File: config.mk
export PLATFORM = sky130hd
export DESIGN_NAME = ysyx_22051013_bpu_redirect_ctrl_flat
export DESIGN_NICKNAME = d
export VERILOG_FILES = /design/src/rtl/ysyx_22051013_bpu_redirect_ctrl_if.sv /design/src/rtl/ysyx_22051013_bpu_redirect_ctrl.sv /design/src/flat_wrapper.sv
export SDC_FILE = /design/constraint.sdc
export NUM_CORES = 1
export LEC_CHECK = 0
export CELL_PAD_IN_SITES_DETAIL_PLACEMENT = 1
export CELL_PAD_IN_SITES_GLOBAL_PLACEMENT = 2
export CORE_UTILIZATION = 30
export CTS_BUF_LIST = sky130_fd_sc_hd__clkbuf_4 sky130_fd_sc_hd__clkbuf_8
export DETAILED_ROUTE_END_ITERATION = 10
export PLACE_DENSITY = 0.64
export SETUP_SLACK_MARGIN = 0.5
export SLEW_MARGIN = 20
export SYNTH_ARGS = -nofsm -noshare
export SYNTH_HDL_FRONTEND = slang
export SYNTH_SLANG_ARGS = --single-unit
File: constraint.sdc
create_clock -name clk -period 16.9 [get_ports clk]
set_clock_uncertainty 0.15 [all_clocks]
set_input_delay 3.38 -clock clk [delete_from_list [all_inputs] [get_ports clk]]
set_output_delay 3.38 -clock clk [all_outputs]
set_load 0.01 [all_outputs]
File: src/rtl/ysyx_22051013_bpu_redirect_ctrl_if.sv
// Bundle of signals between the ID-stage BPU, the EX branch unit and the
// redirect controller.
//   pd_*        : prediction records from ID (pd_ready_o stalls ID when low)
//   ex_*        : resolved outcome of the oldest control-flow instruction
//   flush_o     : one-cycle kill of younger instructions
//   redirect_pc_o : corrected fetch PC, valid while flush_o
//   occ_o, br_cnt_o, miss_cnt_o, err_o : status and statistics
// master = pipeline side, slave = redirect controller.
interface ysyx_22051013_bpu_redirect_ctrl_if #(
    parameter int DEPTH = 4,
    parameter int CNT_W = 32
);
    localparam int OCC_W = $clog2(DEPTH) + 1;

    logic             pd_valid_i;
    logic [63:0]      pd_pc_i;
    logic             pd_taken_i;
    logic [63:0]      pd_target_i;
    logic             pd_ready_o;
    logic             ex_valid_i;
    logic [63:0]      ex_pc_i;
    logic             ex_taken_i;
    logic [63:0]      ex_target_i;
    logic             flush_o;
    logic [63:0]      redirect_pc_o;
    logic [OCC_W-1:0] occ_o;
    logic [CNT_W-1:0] br_cnt_o;
    logic [CNT_W-1:0] miss_cnt_o;
    logic             err_o;

    modport master (
        output pd_valid_i, pd_pc_i, pd_taken_i, pd_target_i,
        output ex_valid_i, ex_pc_i, ex_taken_i, ex_target_i,
        input  pd_ready_o, flush_o, redirect_pc_o, occ_o,
        input  br_cnt_o, miss_cnt_o, err_o
    );

    modport slave (
        input  pd_valid_i, pd_pc_i, pd_taken_i, pd_target_i,
        input  ex_valid_i, ex_pc_i, ex_taken_i, ex_target_i,
        output pd_ready_o, flush_o, redirect_pc_o, occ_o,
        output br_cnt_o, miss_cnt_o, err_o
    );
endinterface

File: src/rtl/ysyx_22051013_bpu_redirect_ctrl.sv
// Prediction tracker / redirect controller.
// Keeps an in-order queue of BPU predictions made in ID and checks each one
// against the EX resolution. A mispredict produces a one-cycle flush with the
// corrected fetch PC, after which all remaining (wrong-path) records are dropped.
// Ports:
//   clk  : core clock
//   rst  : synchronous, active-high reset
//   bus  : slave side of ysyx_22051013_bpu_redirect_ctrl_if (see interface file)
//
// state    | meaning
// ST_RUN   | accepting predictions, checking resolutions
// ST_FLUSH | flush_o high, queue being cleared, all inputs ignored
module ysyx_22051013_bpu_redirect_ctrl #(
    parameter int DEPTH = 4,
    parameter int CNT_W = 32
) (
    input logic clk,
    input logic rst,
    ysyx_22051013_bpu_redirect_ctrl_if.slave bus
);
    localparam int PTR_W = $clog2(DEPTH);
    localparam int OCC_W = PTR_W + 1;

    typedef enum logic {ST_RUN, ST_FLUSH} state_t;

    state_t           state;
    logic [63:0]      q_pc     [DEPTH];
    logic             q_taken  [DEPTH];
    logic [63:0]      q_target [DEPTH];
    logic [PTR_W-1:0] wr_ptr;
    logic [PTR_W-1:0] rd_ptr;
    logic [OCC_W-1:0] occ;
    logic             flush_q;
    logic [63:0]      redirect_q;
    logic [CNT_W-1:0] br_cnt;
    logic [CNT_W-1:0] miss_cnt;
    logic             err_q;

    logic run, empty, full, pop, pc_err, miss, ready, push;
    logic [63:0] redirect_nxt;

    always_comb begin
        run    = (state == ST_RUN);
        empty  = (occ == '0);
        full   = (occ == OCC_W'(DEPTH));
        pop    = run & bus.ex_valid_i & ~empty;
        pc_err = pop & (bus.ex_pc_i != q_pc[rd_ptr]);
        miss   = pop & ((bus.ex_taken_i != q_taken[rd_ptr])
                      | (bus.ex_taken_i & (bus.ex_target_i != q_target[rd_ptr]))
                      | pc_err);
        // A pop frees a slot in the same cycle, so a full queue can still accept.
        ready  = run & (~full | pop);
        // A push alongside a mispredict is on the wrong path and is discarded.
        push   = bus.pd_valid_i & ready & ~miss;
        redirect_nxt = bus.ex_taken_i ? bus.ex_target_i : bus.ex_pc_i + 64'd4;
    end

    always_ff @(posedge clk) begin
        if (push) begin
            q_pc[wr_ptr]     <= bus.pd_pc_i;
            q_taken[wr_ptr]  <= bus.pd_taken_i;
            q_target[wr_ptr] <= bus.pd_target_i;
        end
    end

    always_ff @(posedge clk) begin
        if (rst) begin
            state      <= ST_RUN;
            wr_ptr     <= '0;
            rd_ptr     <= '0;
            occ        <= '0;
            flush_q    <= 1'b0;
            redirect_q <= '0;
            br_cnt     <= '0;
            miss_cnt   <= '0;
            err_q      <= 1'b0;
        end else begin
            case (state)
                ST_RUN: begin
                    flush_q <= 1'b0;
                    if ((bus.ex_valid_i & empty) | pc_err)
                        err_q <= 1'b1;
                    if (pop) begin
                        rd_ptr <= rd_ptr + PTR_W'(1);
                        if (br_cnt != '1)
                            br_cnt <= br_cnt + CNT_W'(1);
                    end
                    if (push)
                        wr_ptr <= wr_ptr + PTR_W'(1);
                    case ({push, pop})
                        2'b10:   occ <= occ + OCC_W'(1);
                        2'b01:   occ <= occ - OCC_W'(1);
                        default: occ <= occ;
                    endcase
                    if (miss) begin
                        if (miss_cnt != '1)
                            miss_cnt <= miss_cnt + CNT_W'(1);
                        redirect_q <= redirect_nxt;
                        flush_q    <= 1'b1;
                        state      <= ST_FLUSH;
                    end
                end
                ST_FLUSH: begin
                    flush_q <= 1'b0;
                    wr_ptr  <= '0;
                    rd_ptr  <= '0;
                    occ     <= '0;
                    state   <= ST_RUN;
                end
                default: state <= ST_RUN;
            endcase
        end
    end

    assign bus.pd_ready_o    = ready;
    assign bus.flush_o       = flush_q;
    assign bus.redirect_pc_o = redirect_q;
    assign bus.occ_o         = occ;
    assign bus.br_cnt_o      = br_cnt;
    assign bus.miss_cnt_o    = miss_cnt;
    assign bus.err_o         = err_q;
endmodule

File: src/flat_wrapper.sv
// flat-port wrapper written by rule: the top's interface ports become plain ports
module ysyx_22051013_bpu_redirect_ctrl_flat 
#(
    parameter int DEPTH = 4,
    parameter int CNT_W = 32
)
  (clk, rst, bus_pd_valid_i, bus_pd_pc_i, bus_pd_taken_i, bus_pd_target_i, bus_ex_valid_i, bus_ex_pc_i, bus_ex_taken_i, bus_ex_target_i, bus_pd_ready_o, bus_flush_o, bus_redirect_pc_o, bus_occ_o, bus_br_cnt_o, bus_miss_cnt_o, bus_err_o);
  ysyx_22051013_bpu_redirect_ctrl_if #(.DEPTH(DEPTH), .CNT_W(CNT_W)) bus_i ();
  input logic clk;
  input logic rst;
  input wire logic [$bits(bus_i.pd_valid_i)-1:0] bus_pd_valid_i;
  input wire logic [$bits(bus_i.pd_pc_i)-1:0] bus_pd_pc_i;
  input wire logic [$bits(bus_i.pd_taken_i)-1:0] bus_pd_taken_i;
  input wire logic [$bits(bus_i.pd_target_i)-1:0] bus_pd_target_i;
  input wire logic [$bits(bus_i.ex_valid_i)-1:0] bus_ex_valid_i;
  input wire logic [$bits(bus_i.ex_pc_i)-1:0] bus_ex_pc_i;
  input wire logic [$bits(bus_i.ex_taken_i)-1:0] bus_ex_taken_i;
  input wire logic [$bits(bus_i.ex_target_i)-1:0] bus_ex_target_i;
  output wire logic [$bits(bus_i.pd_ready_o)-1:0] bus_pd_ready_o;
  output wire logic [$bits(bus_i.flush_o)-1:0] bus_flush_o;
  output wire logic [$bits(bus_i.redirect_pc_o)-1:0] bus_redirect_pc_o;
  output wire logic [$bits(bus_i.occ_o)-1:0] bus_occ_o;
  output wire logic [$bits(bus_i.br_cnt_o)-1:0] bus_br_cnt_o;
  output wire logic [$bits(bus_i.miss_cnt_o)-1:0] bus_miss_cnt_o;
  output wire logic [$bits(bus_i.err_o)-1:0] bus_err_o;
  assign bus_i.pd_valid_i = bus_pd_valid_i;
  assign bus_i.pd_pc_i = bus_pd_pc_i;
  assign bus_i.pd_taken_i = bus_pd_taken_i;
  assign bus_i.pd_target_i = bus_pd_target_i;
  assign bus_i.ex_valid_i = bus_ex_valid_i;
  assign bus_i.ex_pc_i = bus_ex_pc_i;
  assign bus_i.ex_taken_i = bus_ex_taken_i;
  assign bus_i.ex_target_i = bus_ex_target_i;
  assign bus_pd_ready_o = bus_i.pd_ready_o;
  assign bus_flush_o = bus_i.flush_o;
  assign bus_redirect_pc_o = bus_i.redirect_pc_o;
  assign bus_occ_o = bus_i.occ_o;
  assign bus_br_cnt_o = bus_i.br_cnt_o;
  assign bus_miss_cnt_o = bus_i.miss_cnt_o;
  assign bus_err_o = bus_i.err_o;
  ysyx_22051013_bpu_redirect_ctrl #(.DEPTH(DEPTH), .CNT_W(CNT_W)) u_core (.clk(clk), .rst(rst), .bus(bus_i));
endmodule
==> Yosys cells after proc, flatten, opt, wreduce, memory -nomap -nowiden <==
Memory sizes are Yosys's and may differ from the RTL's. A register that Yosys moved wholly into a read port is not among the register bits.
Index checks and enable logic that the tools add are counted.
{ "word_totals": {"regBits": 137, "ramBits": 516, "out_inout_bits": 134, "word_cells": 68, "n_memories": 3} }
{ "memory_table": {"columns": ["memory", "depth", "width", "read_ports", "rd_clocked_by_memory_dff", "write_ports", "line_no", "rtl"], "rows": [
  ["u_core.q_pc", 4, 64, 1, 1, 1, "ysyx_22051013_bpu_redirect_ctrl.sv:27", "logic [63:0] q_pc [DEPTH];"],
  ["u_core.q_target", 4, 64, 1, 1, 1, "ysyx_22051013_bpu_redirect_ctrl.sv:29", "logic [63:0] q_target [DEPTH];"],
  ["u_core.q_taken", 4, 1, 1, 1, 1, "ysyx_22051013_bpu_redirect_ctrl.sv:28", "logic q_taken [DEPTH];"]
]} }
{ "op_classes": {"n_addsub": 7, "eq_ne": 11, "n_mux": 17, "bitwise_logic": 17, "reduce_logical": 5} }
{ "ops": {"columns": ["cell", "count"], "rows": [
  ["64-bit inequality test", 2],
  ["32-bit by 1-bit adder with 32-bit output (second input constant)", 2],
  ["64-bit by 3-bit adder with 64-bit output (second input constant)", 1],
  ["64-bit 2-to-1 mux", 1],
  ["32-bit inequality test (second input constant)", 2],
  ["2-bit 2-to-1 mux", 8],
  ["3-bit one-hot mux with 2 select lines", 2],
  ["1-bit bitwise AND", 9],
  ["2-bit one-hot mux with 2 select lines", 2],
  ["3-bit AND reduction", 2],
  ["2-bit by 1-bit adder with 2-bit output (second input constant)", 2],
  ["2-bit inequality test (second input constant)", 2],
  ["1-bit NOT", 4],
  ["1-bit bitwise OR", 4],
  ["2-bit AND reduction", 2],
  ["3-bit by 1-bit adder with 3-bit output (second input constant)", 1],
  ["3-bit == test (second input constant)", 1],
  ["3-bit logical NOT", 1],
  ["1-bit 2-to-1 mux", 3],
  ["3-bit inequality test (second input constant)", 1],
  ["3-bit by 1-bit subtractor with 3-bit output (second input constant)", 1],
  ["2-bit by 1-bit == test with 1-bit output (second input constant)", 1],
  ["2-bit == test (second input constant)", 1],
  ["1-bit one-hot mux with 2 select lines", 1],
  ["1-bit inequality test", 1]
]} }

==> Depth between registers and ports, before layout <==
Gate-level depths: netlist of run 1.
{ "logic_depth": {"depth_word": 11, "mapped_depth": 18, "ltp_nobuf": 13} }

==> Worst setup path before layout of run 1 <==
OpenSTA, ideal clock, no wires.
{ "synth_timing": {"path_kind": "input-to-reg", "startpoint": "in bus_ex_target_i[57]", "endpoint": "mem u_core.q_pc[0][0], enable pin", "t_arrival_ns": 7.812, "required_ns": 16.246, "setup_slack_ns": 8.434, "stages": 9, "n_path_buf": 1, "cell_sequence": "inv_1 o2bb2ai_1 a2111oi_0 o2111ai_1 nor4_1 a311o_2 and4_1 buf_2 and2_1"} }
{ "synth_between": {"elab_chain_len": 9} }
{ "synth_rtl": {"columns": ["item", "line_no", "rtl"], "rows": [
  ["from (decl)", "flat_wrapper.sv:18", "input wire logic [$bits(bus_i.ex_target_i)-1:0] bus_ex_target_i;"],
  ["64-bit inequality test", "ysyx_22051013_bpu_redirect_ctrl.sv:49", "| (bus.ex_taken_i & (bus.ex_target_i != q_target[rd_ptr]))"],
  ["1-bit bitwise AND", "ysyx_22051013_bpu_redirect_ctrl.sv:49", null],
  ["1-bit bitwise OR", "ysyx_22051013_bpu_redirect_ctrl.sv:49", null],
  ["1-bit bitwise OR", "ysyx_22051013_bpu_redirect_ctrl.sv:50", "| pc_err);"],
  ["1-bit bitwise AND", "ysyx_22051013_bpu_redirect_ctrl.sv:48", "miss = pop & ((bus.ex_taken_i != q_taken[rd_ptr])"],
  ["1-bit NOT", "ysyx_22051013_bpu_redirect_ctrl.sv:54", "push = bus.pd_valid_i & ready & ~miss;"],
  ["1-bit bitwise AND", "ysyx_22051013_bpu_redirect_ctrl.sv:54", null],
  ["1-bit 2-to-1 mux", "ysyx_22051013_bpu_redirect_ctrl.sv:59", "if (push) begin"],
  ["1-bit 2-to-1 mux (not written as such)", "ysyx_22051013_bpu_redirect_ctrl.sv:60", "q_pc[wr_ptr] <= bus.pd_pc_i;"],
  ["to (decl)", "ysyx_22051013_bpu_redirect_ctrl.sv:27", null]
]} }
No other way between the ends.

==> Worst setup path after layout of run 1 <==
{ "layout_timing": {"startpoint": "in bus_ex_valid_i", "endpoint": "out bus_pd_ready_o"} }
{ "layout_between": {"elab_chain_len": 4} }
{ "layout_rtl": {"columns": ["item", "line_no", "rtl"], "rows": [
  ["from (decl)", "flat_wrapper.sv:15", "input wire logic [$bits(bus_i.ex_valid_i)-1:0] bus_ex_valid_i;"],
  ["1-bit bitwise AND (2 in a row)", "ysyx_22051013_bpu_redirect_ctrl.sv:46", "pop = run & bus.ex_valid_i & ~empty;"],
  ["1-bit bitwise OR", "ysyx_22051013_bpu_redirect_ctrl.sv:52", "ready = run & (~full | pop);"],
  ["1-bit bitwise AND", "ysyx_22051013_bpu_redirect_ctrl.sv:52", null],
  ["to (decl)", "flat_wrapper.sv:19", "output wire logic [$bits(bus_i.pd_ready_o)-1:0] bus_pd_ready_o;"]
]} }
No other way between the ends.

==> results of run 1 <==
## per-layer routing
metal  up-vias  share of wire [%]  routed length, um  GRT usage, %
li1       8127                  -                  -             -
met2       642                 47              46200          33.1
met1      9156                 42              41400          26.0
met3       178                8.0               7920          6.78
met4        34                2.8               2770          7.30
met5         -               0.21                209             0
## path summary, 6_finish.rpt
check                                         endpoint  cells past startpoint
min          u_core.bus.redirect_pc_o[29]$_SDFFE_PP0P_                      2
max                                     bus_pd_ready_o                      4
max reg2reg               u_core.q_pc[1][23]$_DFFE_PP_                     11
min reg2reg  u_core.bus.redirect_pc_o[29]$_SDFFE_PP0P_                      2
## cells by family after synthesis
kind of cell / count (synthesis) / synth area share, %
AO/OA/AOI/OAI: 167 / 3.72
XOR/XNOR: 199 / 6.19
adder cells (fa/ha/maj): 9 / 0.427
buffers and inverters: 121 / 2.24
flip-flops: 655 / 64.9
multiplexers: 219 / 13.4
AND/OR/NAND/NOR: 510 / 9.13
## stage by stage
| stage | setup WS, ps | cell area [sq um] |
|---|---|---|
| 6_report | 8610 | 35700 |
| 4_1_cts | 8600 | 35700 |
| 3_3_place_gp | 8490 | 33400 |
| 3_5_place_dp | 8480 | 33400 |
| 5_1_grt | 8510 | 35700 |
| 2_1_floorplan | 8430 | 28200 |
## cell type report
type / count / area share (%)
diodes: 8 / 0.0560
clock buffers: 144 / 5.14
clock inverters: 66 / 1.37
inverters: 37 / 0.389
multi-input cells: 1104 / 26.0
flip-flops and latches: 655 / 51.2
well taps: 1254 / 4.39
repair buffers: 418 / 11.5
## placed cells by master, fill, tap and decap left out, drive strengths merged, types with 19 or more instances in the layout
cell / instances
edfxtp: 516
xor2: 65
clkinv: 54
dfxtp: 139
buf: 25
and3: 28
nor2b: 27
clkbuf: 144
o21ai: 73
nand4: 55
clkdlybuf4s50: 393
a21oi: 30
mux2i: 70
nand3: 50
inv: 42
nor4: 19
mux2: 26
mux4: 123
nand2: 129
nor2: 125
xnor2: 134
## registers in the layout, summed over array words and instances, names as in the netlist, named ones only
signal and flops:
u_core.bus.flush_o 1, u_core.rd_ptr 2, u_core.bus.br_cnt_o 32, u_core.bus.redirect_pc_o 64
u_core.wr_ptr 2, u_core.bus.err_o 1, u_core.bus.miss_cnt_o 32, u_core.q_pc 256
u_core.q_taken 4, u_core.q_target 256, u_core.bus.occ_o 3
## worst max-delay path, stage by stage
cell and delay, ps:
clkdlybuf4s50_1 530, nor4b_1 70, nor2_1 210, clkdlybuf4s50_1 580
## power groups by stage
stage               sequential [mW]  clock (mW)  combinational [mW]
floorplan                      2.18           0               0.866
finish                         2.15        1.49                1.38
detailed placement             2.18           0                1.41
CTS                            2.15        1.53                1.41
global route                   2.17        1.59                1.48
global placement               2.16           0                1.40
==> flow_summary.toml, run 1 <==
[hold_path]
min_from = "u_core.bus.redirect_pc_o[29]$_SDFFE_PP0P_"
hp-class = "reg2reg"

[power]
ir_drop_uv = 75.6
comb_power_share_pct = 27.6
switchingPower_mw = 1.56
power_mw = 5.02
p_leak_nw = 11.4
swShare_pct = 31.2
seqPwrFrac_pct = 42.8
p_int_mw = 3.45
p_per_area_mw_per_mm2 = 140
clkPwrFrac_pct = 29.6

[timing]
hold_viol = 0
min_period_ps = 8290
relSlewSlack_pct = 31.7
tns_ps = 0
report.final.slew_viol_count = 0
rsz0062_at_grt = "false"
whs_ps = 304
setup_viol = 0
fmax_mhz = 121
period_share_pct = 49.1
tightest_slew_ps = 1020

[drt]
wire_per_inst_um = 26.7
drt_first_pass_iters = 4
drtIter0Drc = 1286
vias = 18100
drt-vias-per-instance = 4.92
drc = 0
drtAntennaViolNets = 0
routed_wl_um = 98500

[yosys]
synth_top_area_share_pct = 55.0
synth_top_area_cell = "edfxtp_1"
synth_commonest_cells = "edfxtp_1 (516), dfxtp_1 (139), xnor2_1 (134), nand2_1 (128), nor2_1 (124)"
synth_most_common_cell = "edfxtp_1"
synth_seq_cells = 655
syn-cell-area_sq_mm = 0.0282
ys_seq_area_share_pct = 64.9
synth_cells = 1880
syn_nets = 2151
ys_top_cells_by_area = "edfxtp_1 (55%), dfxtp_1 (9.9%), mux4_2 (9.7%), xnor2_1 (4.2%), mux2i_1 (2.5%)"
synthArstFlopShare_pct = 0
avgSynthCellArea_sq_um = 15.0
ys.flop_type = "edfxtp_1"
ys_types = 60
synth-edff-count = 516
yosys_warnings = 0

[run]
maxCapViolCount = 0

[clocking]
htree_levels = 3
cts_tree = "yes"
root_buffer = "clkbuf_8"
clock_latency_ps = 770
numCtsBuffers = 112
cts_resized = 0
cts_setup_buffers = 0
cts.clk_slew.worst_paths_ps = 50
clock_path_buffers = 3
hold_buffers = 0
clkSinkCount = 655

[setup_path]
crit_required_ps = 13370
cp-startpoint = "bus_ex_valid_i"
worstPathArrival_ps = 4760
rrSetupSlack_ps = 9990
cp-end-kind = "output port"
worstSetupPathType = "in2out"
worst-path-max-fanout = 3
critPathLaunchType = "input port"

[global_routing]
gr-total-overflow = 0
grt_use_total_pct = 20.7
antenna_found_initial = 28
grt_pass1_vias = 19400
grt_max_degree = 84
grt_pass1_wl_um = 139000

[floorplanning]
num_rows = 112
dieArea_sq_mm = 0.0951
die_y_um = 308
core_sq_mm = 0.0932
start_util_pct = 30.2
die_x_um = 308
pin_count = 396

[placed_design]
io_buffers = 395
gp_congestion = 0.870
placed_cells = 3468
dp_hpwl_um = 73000

[final_layout]
nets = 2599
fillerInstances = 9659
post-route-util_pct = 38.3
syn_to_final_growth_pct = 26.9
final_layout_size_suffix_gt1_share_pct = 15.3
fin_cells = 3686
multiInputGateArea_sq_mm = 0.00928
seq_area_sq_mm = 0.0183

[run_status]
outcome = "complete, no violations"
(Power assumes the default switching activity.)
==> run 2: changes to the inputs <==
==> constraint.sdc (replaced) <==
create_clock -name clk -period 8.59 [get_ports clk]
set_clock_uncertainty 0.15 [all_clocks]
set_input_delay 1.718 -clock clk [delete_from_list [all_inputs] [get_ports clk]]
set_output_delay 1.718 -clock clk [all_outputs]
set_load 0.01 [all_outputs]
==> flow_summary.toml, run 2 (synthesized netlist as in run 1, its figures left out) <==
[clocking]
clock_latency_ps = 780
cts_setup_buffers = 0
numCtsBuffers = 112
htree_levels = 3
root_buffer = "clkbuf_8"
cts_resized = 0
cts_tree = "yes"
clock_path_buffers = 3
cts.clk_slew.worst_paths_ps = 60
clkSinkCount = 655
hold_buffers = 0

[placed_design]
place_area_sq_mm = 0.0335
io_buffers = 395
dp_hpwl_um = 74100
gp_congestion = 0.850

[drt]
met3WireLength_um = 7650
drc = 0
routed_wl_um = 101000
top_layer = "met5"
drt-vias-per-instance = 4.98
drtAntennaViolNets = 0
drt_first_pass_iters = 5
wire_per_inst_um = 27.3
wl_met1_um = 43800
routed-wl-met2_um = 46300
vias = 18400
drtIter0Drc = 1379

[setup_path]
max_stage_delay_ps = 880
worst-path-max-fanout = 56
ff2ff_path_depth = 9
cp_cell_sequence = "buf_12, mux4_2, xnor2_1, nand4_1, nor4_1, a311o_2, and4_1, and2_4, buf_4"
worstReg2RegEnd = "u_core.q_pc[3][53]$_DFFE_PP_"
worstPathArrival_ps = 6320
critPathLaunchType = "flop"
crit_required_ps = 8850
cp_num_buf_inv = 2
crit_family = "simple AND/OR/NAND/NOR gates"
worstSetupPathType = "reg2reg"
rrSetupSlack_ps = 2530
cp-end-kind = "flop"
cp_slowest_cell = "nor4_1"

[timing]
fmax_mhz = 165
min_period_ps = 6060
whs_ps = 304
hold_viol = 0
tightest_slew_ps = 1050
report.final.slew_viol_count = 0
setup_viol = 0
period_share_pct = 70.6
relSlewSlack_pct = 30.1
tns_ps = 0
rsz0062_at_grt = "false"

[floorplanning]
core_sq_mm = 0.0932
pin_count = 396
start_util_pct = 30.2
dieArea_sq_mm = 0.0951
die_y_um = 308
num_rows = 112
die_x_um = 308

[final_layout]
layout_commonest_cell = "edfxtp_1"
layout_common_cells = "edfxtp_1 (516), clkdlybuf4s50_1 (393), dfxtp_1 (137), xnor2_1 (134), nand2_1 (128)"
nets = 2600
final_layout_size_suffix_gt1_share_pct = 15.3
fillerInstances = 9606
stdcell_area_sq_mm = 0.0358
syn_to_final_growth_pct = 27.3

[power]
ir_drop_uv = 153
power_mw = 9.94
p_per_area_mw_per_mm2 = 277
p_leak_nw = 11.5

[hold_path]
worstHoldPathCells = 2
min_to = "u_core.bus.redirect_pc_o[29]$_SDFFE_PP0P_"
hp-class = "reg2reg"
min_from = "u_core.bus.redirect_pc_o[29]$_SDFFE_PP0P_"

[global_routing]
grt_use_total_pct = 21.0
antenna_found_initial = 24
gr-total-overflow = 0
grt_max_degree = 90
grt_pass1_vias = 19100
grt_pass1_wl_um = 140000

[run]
maxCapViolCount = 0

[run_status]
outcome = "complete, no violations"
-- run 2: changes by cell type in the layout (fill, tap and decap cells not counted), sizes merged --
cell and change:
inv +2, diode -3, clkinv -8, clkbuf +11, buf +1, bufinv -1
-- run 2: area by class of cell --
cell class / instances / area [sq um] / share of cell area (%)
Antenna cell: 5 / 12.5 / 0.0349
Clock buffer: 155 / 1910 / 5.32
Clock inverter: 59 / 428 / 1.19
Inverter: 37 / 139 / 0.387
Multi-Input combinational cell: 1104 / 9280 / 25.9
Sequential cell: 655 / 18300 / 51.0
Tap cell: 1254 / 1570 / 4.38
Timing Repair Buffer: 419 / 4230 / 11.8
-- run 2: power breakdown --
group          switching (mW)  total, mW  internal [mW]
clock network            1.36       2.94           1.58
registers               0.228       4.24           4.01
logic                    1.52       2.76           1.24
-- run 2: how the worst max path moves through the flow --
stage	startpoint	end	slack, ps	cells after the start
6_report	flop	u_core.q_pc[3][53]$_DFFE_PP_	2530	9
5_1_grt	flop	u_core.q_pc[1][21]$_DFFE_PP_	2270	10
4_1_cts	flop	u_core.q_pc[2][0]$_DFFE_PP_	2510	9
3_5_place_dp	bus_ex_target_i[9]	u_core.q_pc[3][50]$_DFFE_PP_	2170	9
3_3_place_gp	bus_ex_target_i[9]	u_core.q_pc[3][50]$_DFFE_PP_	2150	9
2_1_floorplan	bus_ex_target_i[57]	u_core.q_pc[0][0]$_DFFE_PP_	1790	9
-- run 2: worst reg2reg max path: cells and delay by family, from the launching register on --
family	cells	cell delay (ps)
and+or+nand+nor	4	2280
buffers and inverters	2	1110
DFF	1	840
muxes	1	710
AOI/OAI and AO/OA	1	430
xor gates and xnor gates	1	170
-- run 2: metrics by stage --
step	util, %	setup slack, ps	instances
finish	38.5	2530	3688
global route	38.5	2270	3687
CTS	38.5	2510	3683
detailed placement	35.9	2170	3469
global placement	35.9	2150	3469
floorplan	-	1790	1880
-- run 2: layer usage --
layer,up-vias,track usage [%]
li1,8118,-
met1,9390,27.8
met2,697,32.9
met3,143,5.94
met4,30,6.97
met5,-,0
